File: src/rtl/beam_pkg.sv
// Shared types and sizing for the beam weight sequencer.
//   W_BITS       width of one signed beam weight
//   DEPTH / AW   default table size and address width
//   DWELL_BITS   default dwell counter width
//   weight_set_t one atomic set of the four beam weights, cos1 in the MSBs
//   state_t      sequencer states
package beam_pkg;

    localparam int W_BITS     = 5;
    localparam int DEPTH      = 16;
    localparam int AW         = 4;
    localparam int DWELL_BITS = 16;

    typedef struct packed {
        logic signed [W_BITS-1:0] cos1;
        logic signed [W_BITS-1:0] sin1;
        logic signed [W_BITS-1:0] cos2;
        logic signed [W_BITS-1:0] sin2;
    } weight_set_t;

    typedef enum logic {
        IDLE = 1'b0,
        RUN  = 1'b1
    } state_t;

endpackage

File: src/rtl/beam_weight_table.sv
// DEPTH-entry register file of weight sets.
//   clock, reset  rising-edge clock, asynchronous active-high reset (clears all entries)
//   wr_en         write strobe, wr_addr/wr_data written on the rising edge
//   rd_addr       combinational read address, rd_data the selected entry
module beam_weight_table
    import beam_pkg::*;
#(
    parameter int DEPTH = beam_pkg::DEPTH,
    parameter int AW    = beam_pkg::AW
) (
    input  logic          clock,
    input  logic          reset,
    input  logic          wr_en,
    input  logic [AW-1:0] wr_addr,
    input  weight_set_t   wr_data,
    input  logic [AW-1:0] rd_addr,
    output weight_set_t   rd_data
);

    weight_set_t mem [DEPTH];

    // NOTE: the table is reset on purpose so a sweep of unwritten entries
    // drives known zero weights; this keeps it in flops rather than a RAM macro.
    always_ff @(posedge clock or posedge reset) begin
        if (reset) begin
            for (int i = 0; i < DEPTH; i++) begin
                // NOTE: non-blocking assignments for all state so every flop
                // samples pre-edge values regardless of statement order.
                mem[i] <= '0;
            end
        end else if (wr_en) begin
            mem[wr_addr] <= wr_data;
        end
    end

    assign rd_data = mem[rd_addr];

endmodule

File: src/rtl/beam_weight_sequencer.sv
// Steps the two-beam weight outputs through a host-loaded table.
//   clock, reset         rising-edge clock, asynchronous active-high reset
//   cfg_wr_*             valid/ready table write port, accepted only in IDLE
//   cfg_len/dwell/loop   sweep shape, captured into shadow registers on start
//   start, stop          begin (IDLE only) / abort (RUN only) a sweep
//   w_cos_1..w_sin_2     registered weights, all four change on the same edge
//   w_update             one-cycle pulse on every weight change
//   busy, step_idx       sweep in progress / table index driving the outputs
module beam_weight_sequencer
    import beam_pkg::*;
#(
    parameter int DEPTH      = beam_pkg::DEPTH,
    parameter int AW         = beam_pkg::AW,
    parameter int DWELL_BITS = beam_pkg::DWELL_BITS
) (
    input  logic                  clock,
    input  logic                  reset,
    input  logic                  cfg_wr_valid,
    output logic                  cfg_wr_ready,
    input  logic [AW-1:0]         cfg_wr_addr,
    input  logic [4*W_BITS-1:0]   cfg_wr_data,
    input  logic [AW-1:0]         cfg_len,
    input  logic [DWELL_BITS-1:0] cfg_dwell,
    input  logic                  cfg_loop,
    input  logic                  start,
    input  logic                  stop,
    output logic [W_BITS-1:0]     w_cos_1,
    output logic [W_BITS-1:0]     w_sin_1,
    output logic [W_BITS-1:0]     w_cos_2,
    output logic [W_BITS-1:0]     w_sin_2,
    output logic                  w_update,
    output logic                  busy,
    output logic [AW-1:0]         step_idx
);

    state_t                state_q, state_d;
    logic [AW-1:0]         idx_q, idx_d;
    logic [AW-1:0]         len_q, len_d;
    logic [AW-1:0]         step_q, step_d;
    logic [DWELL_BITS-1:0] cnt_q, cnt_d;
    logic [DWELL_BITS-1:0] dwell_q, dwell_d;
    logic                  loop_q, loop_d;
    logic                  last_q, last_d;     // final entry of a one-shot sweep is showing
    logic                  upd_q, upd_d;
    weight_set_t           wts_q, wts_d;
    weight_set_t           rd_data;
    logic                  wr_en;

    assign cfg_wr_ready = (state_q == IDLE);
    assign wr_en        = cfg_wr_valid & cfg_wr_ready;

    beam_weight_table #(
        .DEPTH (DEPTH),
        .AW    (AW)
    ) u_table (
        .clock   (clock),
        .reset   (reset),
        .wr_en   (wr_en),
        .wr_addr (cfg_wr_addr),
        .wr_data (weight_set_t'(cfg_wr_data)),
        .rd_addr (idx_q),
        .rd_data (rd_data)
    );

    always_ff @(posedge clock or posedge reset) begin
        if (reset) begin
            state_q <= IDLE;
            idx_q   <= '0;
            len_q   <= '0;
            step_q  <= '0;
            cnt_q   <= '0;
            dwell_q <= '0;
            loop_q  <= 1'b0;
            last_q  <= 1'b0;
            upd_q   <= 1'b0;
            wts_q   <= '0;
        end else begin
            state_q <= state_d;
            idx_q   <= idx_d;
            len_q   <= len_d;
            step_q  <= step_d;
            cnt_q   <= cnt_d;
            dwell_q <= dwell_d;
            loop_q  <= loop_d;
            last_q  <= last_d;
            upd_q   <= upd_d;
            wts_q   <= wts_d;
        end
    end

    always_comb begin
        // NOTE: every signal gets a hold/default value first so no path through
        // the case statement leaves one unassigned and infers a latch.
        state_d = state_q;
        idx_d   = idx_q;
        len_d   = len_q;
        step_d  = step_q;
        cnt_d   = cnt_q;
        dwell_d = dwell_q;
        loop_d  = loop_q;
        last_d  = last_q;
        upd_d   = 1'b0;
        wts_d   = wts_q;

        case (state_q)
            IDLE: begin
                if (start && !stop) begin
                    len_d   = cfg_len;
                    dwell_d = (cfg_dwell == '0) ? DWELL_BITS'(1) : cfg_dwell;
                    loop_d  = cfg_loop;
                    idx_d   = '0;
                    cnt_d   = '0;
                    last_d  = 1'b0;
                    state_d = RUN;
                end
            end
            RUN: begin
                if (stop) begin
                    state_d = IDLE;
                end else if (cnt_q != '0) begin
                    cnt_d = cnt_q - DWELL_BITS'(1);
                end else if (last_q) begin
                    // final entry has been held for its full dwell
                    state_d = IDLE;
                end else begin
                    wts_d  = rd_data;
                    upd_d  = 1'b1;
                    step_d = idx_q;
                    cnt_d  = dwell_q - DWELL_BITS'(1);
                    if (idx_q < len_q) begin
                        idx_d = idx_q + AW'(1);
                    end else if (loop_q) begin
                        idx_d = '0;
                    end else begin
                        last_d = 1'b1;
                    end
                end
            end
            default: state_d = IDLE;
        endcase
    end

    assign w_cos_1  = wts_q.cos1;
    assign w_sin_1  = wts_q.sin1;
    assign w_cos_2  = wts_q.cos2;
    assign w_sin_2  = wts_q.sin2;
    assign w_update = upd_q;
    assign busy     = (state_q == RUN);
    assign step_idx = step_q;

endmodule
File: config.mk
export PLATFORM = sky130hd
export DESIGN_NAME = beam_weight_sequencer
export DESIGN_NICKNAME = d
export VERILOG_FILES = /design/src/rtl/beam_pkg.sv /design/src/rtl/beam_weight_table.sv /design/src/rtl/beam_weight_sequencer.sv
export SDC_FILE = /design/constraint.sdc
export NUM_CORES = 1
export LEC_CHECK = 0
export CORE_ASPECT_RATIO = 0.7
export CORE_MARGIN = 3
export CORE_UTILIZATION = 51
export CTS_CLUSTER_SIZE = 12
export DETAILED_ROUTE_END_ITERATION = 10
export PLACE_DENSITY = 0.69
export SLEW_MARGIN = 20
export SYNTH_ARGS = -nofsm -noshare
export SYNTH_HDL_FRONTEND = slang
export SYNTH_SLANG_ARGS = --single-unit
File: constraint.sdc
create_clock -name clock -period 18.15 [get_ports clock]
set_input_delay 3.63 -clock clock [delete_from_list [all_inputs] [get_ports clock]]
set_output_delay 3.63 -clock clock [all_outputs]
set_load 0.02 [all_outputs]
# Yosys cells after proc, flatten, opt, wreduce, memory -nomap -nowiden
# Cells that the tools add are included.
# op_classes
n_addsub	3
order_cmp	4
eq_ne	6
muxes	34
bitwise	7
reduce_logical	10
# ops
op	n
320-bit bitwise mux	1
20-bit binary-select mux with 4-bit select	1
20-bit demux with 4-bit select	1
16-bit two-way mux	5
20-bit two-way mux	3
16-bit one-hot mux with 2 select lines	1
16-bit by 1-bit subtractor with 16-bit output (second input constant)	2
4-bit two-way mux	6
16-bit zero test	1
16-bit nonzero test	1
1-bit two-way mux	13
5-bit greater-or-equal comparator (second input constant)	2
4-bit NOT with 5-bit output	2
4-bit one-hot mux with 2 select lines	1
2-bit != test (second input constant)	3
3-bit AND reduction	2
5-bit by 1-bit < comparator with 1-bit output (second input constant)	1
5-bit AND reduction	1
4-bit by 1-bit adder with 4-bit output (second input constant)	1
4-bit < comparator	1
1-bit NOT	4
1-bit one-hot mux with 2 select lines	2
4-bit AND reduction	1
3-bit by 1-bit != test with 1-bit output (second input constant)	1
6 further kinds	7
# word_totals
ff_bits	388
inputBits	50
out_inout_bits	27
word_cells	141

# Longest topological paths before layout
# depth
depth_word	6
depth_mapped	13
ltp_nobuf	11

# Cells and area by module
# A second synthesis with hierarchy kept.
# hier_totals
cells_unflattened	1271
area_unflattened_um2	18007.3
# modules_own_cells
mod	n_inst	cells_each	area_each_um2	seq_area_each_um2
beam_weight_table	1	890	14530.2	8007.7
beam_weight_sequencer	1	381	3477.1	1701.6

# Worst setup path after synthesis
# OpenSTA, ideal clock, no wires.
# synth_timing
kind	input to register
startpoint	in cfg_wr_valid
endpoint	reg u_table.mem[60] in the netlist's numbering
setup_ns	0.125
arrival_ns	4.939
required_ns	18.025
path_slack_ns	13.087
path_stages	5
n_path_buf	1
cell_sequence	nor2b_1 -> nor3b_1 -> and3_1 -> buf_2 -> mux2_2
# synth_between
elab_chain_len	1
# synth_rtl
element	line	source
start, declared	beam_weight_sequencer.sv:18	input logic cfg_wr_valid,
1-bit bitwise AND	beam_weight_sequencer.sv:50	assign wr_en = cfg_wr_valid & cfg_wr_ready;
end signal, assigned by index	beam_weight_table.sv:32	mem[wr_addr] <= wr_data;
end, declared	beam_weight_table.sv:20	weight_set_t mem [DEPTH];
# No other way between the ends.
# A chain may end at the register's enable or synchronous reset.

# Final worst setup path
# layout_timing
startpoint	in cfg_wr_valid
endpoint	reg u_table.mem[62] in the netlist's numbering
# The elaborated chain is that of the path after synthesis.

==> load_flow_metrics.sql <==
INSERT INTO impl_metrics (metric_group, metric, value, unit) VALUES
('power', 'p_leak', '8.69', 'nW'),
('drt', 'routedWlPerCell', '24.4', 'um'),
('synth', 'syn-mean-instance-area', '14.5', 'um^2'),
('floorplanning', 'die_boundary_width', '229', 'um'),
('floorplanning', 'die_area', '37300', 'um^2'),
('synth', 'synth_xor_area_share', '0.0491', '%'),
('sta', 'finalWorstPathRequiredPeriod', '5830', 'ps'),
('global_routing', 'grt_overflow_total', '0', ''),
('synth', 'fraction_of_the_yosys_area_taken_by_sequential_cells', '54.5', '%'),
('global_routing', 'wire_length_of_the_first_global_routing_pass', '67.6', 'mm'),
('drt', 'drt-initial-drc-count', '863', ''),
('synth', 'synth_adder_area_share', '0.351', '%'),
('sta', 'fin_crit_sh', '32.1', '%'),
('placed_design', 'dp.final_hpwl', '26.7', 'mm'),
('sta', 'grt_setup_unrepaired', 'false', ''),
('min_path', 'worstHoldPathType', 'register to register', ''),
('synth', 'netlist_area', '17800', 'um^2'),
('layout', 'post_route_cells_drive_above_1_share', '41.6', '%'),
('setup_path', 'critPathRequiredTime', '18560', 'ps'),
('floorplanning', 'start_util', '52.5', '%'),
('status', 'outcome', 'finished clean', ''),
('global_routing', 'first_global_vias', '11100', ''),
('setup_path', 'setup.worst_path.start_class', 'input pin', ''),
('placed_design', 'post_dp_cell_area', '19000', 'um^2'),
('cts', 'cts_made_buffers', '40', ''),
('synth', 'synth.net_count', '1282', ''),
('layout', 'flip_flop_and_latch_area', '9720', 'um^2'),
('power', 'cellPowerDensity', '139', 'nW/um^2'),
('floorplanning', 'design.core.area', '34000', 'um^2'),
('setup_path', 'worst-endpoint-arrival', '6240', 'ps'),
('layout', 'final_design_area_no_fill', '20200', 'um^2'),
('power', 'worst_ir_drop_vdd', '85.6', 'uV'),
('drt', 'detail-route-antenna-nets', '0', ''),
('cts', 'clk-insertion-delay-late', '540', 'ps'),
('floorplanning', 'design.portCount', '77', ''),
('setup_path', 'worst_r2r_path_cells', '12', ''),
('sta', 'worst-slew-pin-transition', '1020', 'ps'),
('job', 'drv_cap', '0', ''),
('cts', 'h-tree-depth', '2', ''),
('global_routing', 'grt_start_max_net_pins', '182', ''),
('setup_path', 'critical_path_peak_fanout', '12', ''),
('layout', 'finish.utilization', '59.6', '%'),
('synth', 'synth_top_area_cell', 'sky130_fd_sc_hd__dfrtp_1', ''),
('layout', 'final_cells', '1761', ''),
('placed_design', 'placement.io_buffers', '76', ''),
('sta', 'max_slew_violation_count', '0', ''),
('sta', 'fmax', '172', 'MHz'),
('sta', 'max_slew_margin', '31.8', '%'),
('setup_path', 'crit_path_end_kind', 'register', ''),
('cts', 'tritoncts_num_sinks', '388', ''),
('drt', 'drc', '0', ''),
('cts', 'tritoncts', 'done', ''),
('drt', 'vias_per_cell', '6.06', ''),
('layout', 'nFillCells', '2658', ''),
('sta', 'timing.final.setup_violations', '0', ''),
('layout', 'layout-area-overhead-vs-synth', '13.6', '%'),
('synth', 'yosysWarnings', '0', ''),
('synth', 'synth_cell_types', '50', ''),
('cts', 'worst_setup_hold_path_clk_slew', '60', 'ps'),
('synth', 'synth-seq-cells', '388', ''),
('synth', 'synth_top_family_by_area', 'multiplexers', ''),
('synth', 'netlist_instances', '1227', ''),
('sta', 'fin_tns_setup', '0', 'ps'),
('synth', 'synth-compound-area-share', '2.62', '%'),
('floorplanning', 'dieHeight', '162', 'um'),
('min_path', 'cell_depth_of_the_worst_min_delay_path', '2', ''),
('placed_design', 'gp_routability_congestion', '0.873', ''),
('cts', 'max-clock-path-buffers', '3', ''),
('synth', 'synth-simple-area-share', '5.50', '%'),
('layout', 'finish.net_count', '1332', ''),
('floorplanning', 'placement_rows', '56', '');
[cell usage after synthesis (all sizes together)]
cell,number
a22oi,1
a41oi,1
o31ai,5
clkbuf,69
a32oi,2
mux2i,9
a31oi,3
o31a,1
xor2,1
nand4,3
a21oi,15
or3b,1
o22ai,6
o311a,2
a211o,1
buf,25
nand3,11
o221ai,1
nor3b,5
nor4b,1
mux2,340
nor3,15
inv,13
nor2b,5
mux4,100
and2,1
o2111ai,1
or2,1
nand2b,5
nand2,99
a211oi,5
o21a,1
a2111oi,2
and3,13
or4,1
nor2,30
nor4,11
a31o,1
or3,3
dfrtp,388
o21ai,24
ha,5
[worst max-delay path, cell delays in order]
cell	delay, ps
sky130_fd_sc_hd__clkdlybuf4s50_1	450
sky130_fd_sc_hd__nor2b_1	440
sky130_fd_sc_hd__nor3b_1	430
sky130_fd_sc_hd__and3_1	540
sky130_fd_sc_hd__buf_4	370
sky130_fd_sc_hd__mux2_2	380
[state kept, by name (all words and copies together), names as in the netlist]
signal	flops
w_sin_1	5
u_table.mem	320
step_idx	4
loop_q	1
w_update	1
w_cos_2	5
len_q	4
w_sin_2	5
last_q	1
idx_q	4
w_cos_1	5
busy	1
dwell_q	16
cnt_q	16
[metrics by stage]
stage | hold slack (ps) | setup slack, ps
after floorplan | 471 | 3740
after global placement | 450 | 11860
after detailed placement | 455 | 11790
after CTS | 469 | 12350
after global routing | 486 | 12190
final | 461 | 12320
[kinds of logic (layout without fill, tap and decap cells)]
| group | count (synthesis) | count (layout) |
|---|---|---|
| AO/OA/AOI/OAI | 72 | 72 |
| XOR/XNOR | 1 | 1 |
| adder cells (fa/ha/maj) | 5 | 5 |
| buffers and inverters | 107 | 177 |
| flip-flops | 388 | 388 |
| multiplexers | 449 | 449 |
| AND/OR/NAND/NOR | 205 | 205 |
[layout by cell type (no fill, tap or decap), types with 3 or more instances in the layout]
| cell type | count |
|---|---|
| sky130_fd_sc_hd__inv_1 | 12 |
| sky130_fd_sc_hd__nor2_1 | 28 |
| sky130_fd_sc_hd__clkbuf_1 | 10 |
| sky130_fd_sc_hd__a21oi_1 | 15 |
| sky130_fd_sc_hd__nand3_1 | 11 |
| sky130_fd_sc_hd__nor3_1 | 12 |
| sky130_fd_sc_hd__nand2_1 | 99 |
| sky130_fd_sc_hd__buf_4 | 25 |
| sky130_fd_sc_hd__o31ai_1 | 5 |
| sky130_fd_sc_hd__clkdlybuf4s50_1 | 76 |
| sky130_fd_sc_hd__or3_1 | 3 |
| sky130_fd_sc_hd__nor4_2 | 3 |
| sky130_fd_sc_hd__nor4_1 | 8 |
| sky130_fd_sc_hd__nand4_1 | 3 |
| sky130_fd_sc_hd__nor2b_1 | 3 |
| sky130_fd_sc_hd__and3_1 | 13 |
| sky130_fd_sc_hd__nor3b_1 | 5 |
| sky130_fd_sc_hd__mux4_2 | 100 |
| sky130_fd_sc_hd__a31oi_1 | 3 |
| sky130_fd_sc_hd__clkbuf_16 | 41 |
| sky130_fd_sc_hd__mux2i_1 | 9 |
| sky130_fd_sc_hd__a211oi_1 | 5 |
| sky130_fd_sc_hd__ha_1 | 5 |
| sky130_fd_sc_hd__nand2b_1 | 5 |
| sky130_fd_sc_hd__o21ai_0 | 22 |
| sky130_fd_sc_hd__mux2_2 | 340 |
| sky130_fd_sc_hd__dfrtp_1 | 385 |
| sky130_fd_sc_hd__o22ai_1 | 6 |
| sky130_fd_sc_hd__clkbuf_8 | 6 |
[power breakdown]
part           internal [W]  switching, W  leakage [nW]
clock network      0.000450      0.000329         0.587
logic              0.000441      0.000340          3.23
registers           0.00109      0.000164          4.87
[per-layer routing]
layer,GRT usage [%],wire length [um],vias to the layer above
li1,-,-,4626
met1,36.2,20700,5719
met2,35.2,19000,248
met3,4.95,2450,70
met4,5.36,799,8
met5,0,53,-
[cell type report]
cell class | instances | share of cell area (%)
multi-input combinational | 732 | 38.1
timing repair buffer | 102 | 4.78
tap | 464 | 2.87
clock inverter | 5 | 0.297
sequential | 388 | 48.0
inverter | 13 | 0.278
clock buffer | 57 | 5.66
[final timing paths]
| check | startpoint | end | slack, ps |
|---|---|---|---|
| worst min-delay path | w_sin_2[4] | w_sin_2[4] | 460 |
| max in group asynchronous | reset | u_table.mem[183] | 12870 |
| min in group asynchronous | reset | u_table.mem[133] | 3680 |
| worst min register to register | w_sin_2[4] | w_sin_2[4] | 460 |
| worst max-delay path | cfg_wr_valid | u_table.mem[62] | 12320 |
| worst max register to register | cnt_q[4] | cnt_q[10] | 14390 |
Note: power is estimated with default switching activity, not from simulation.
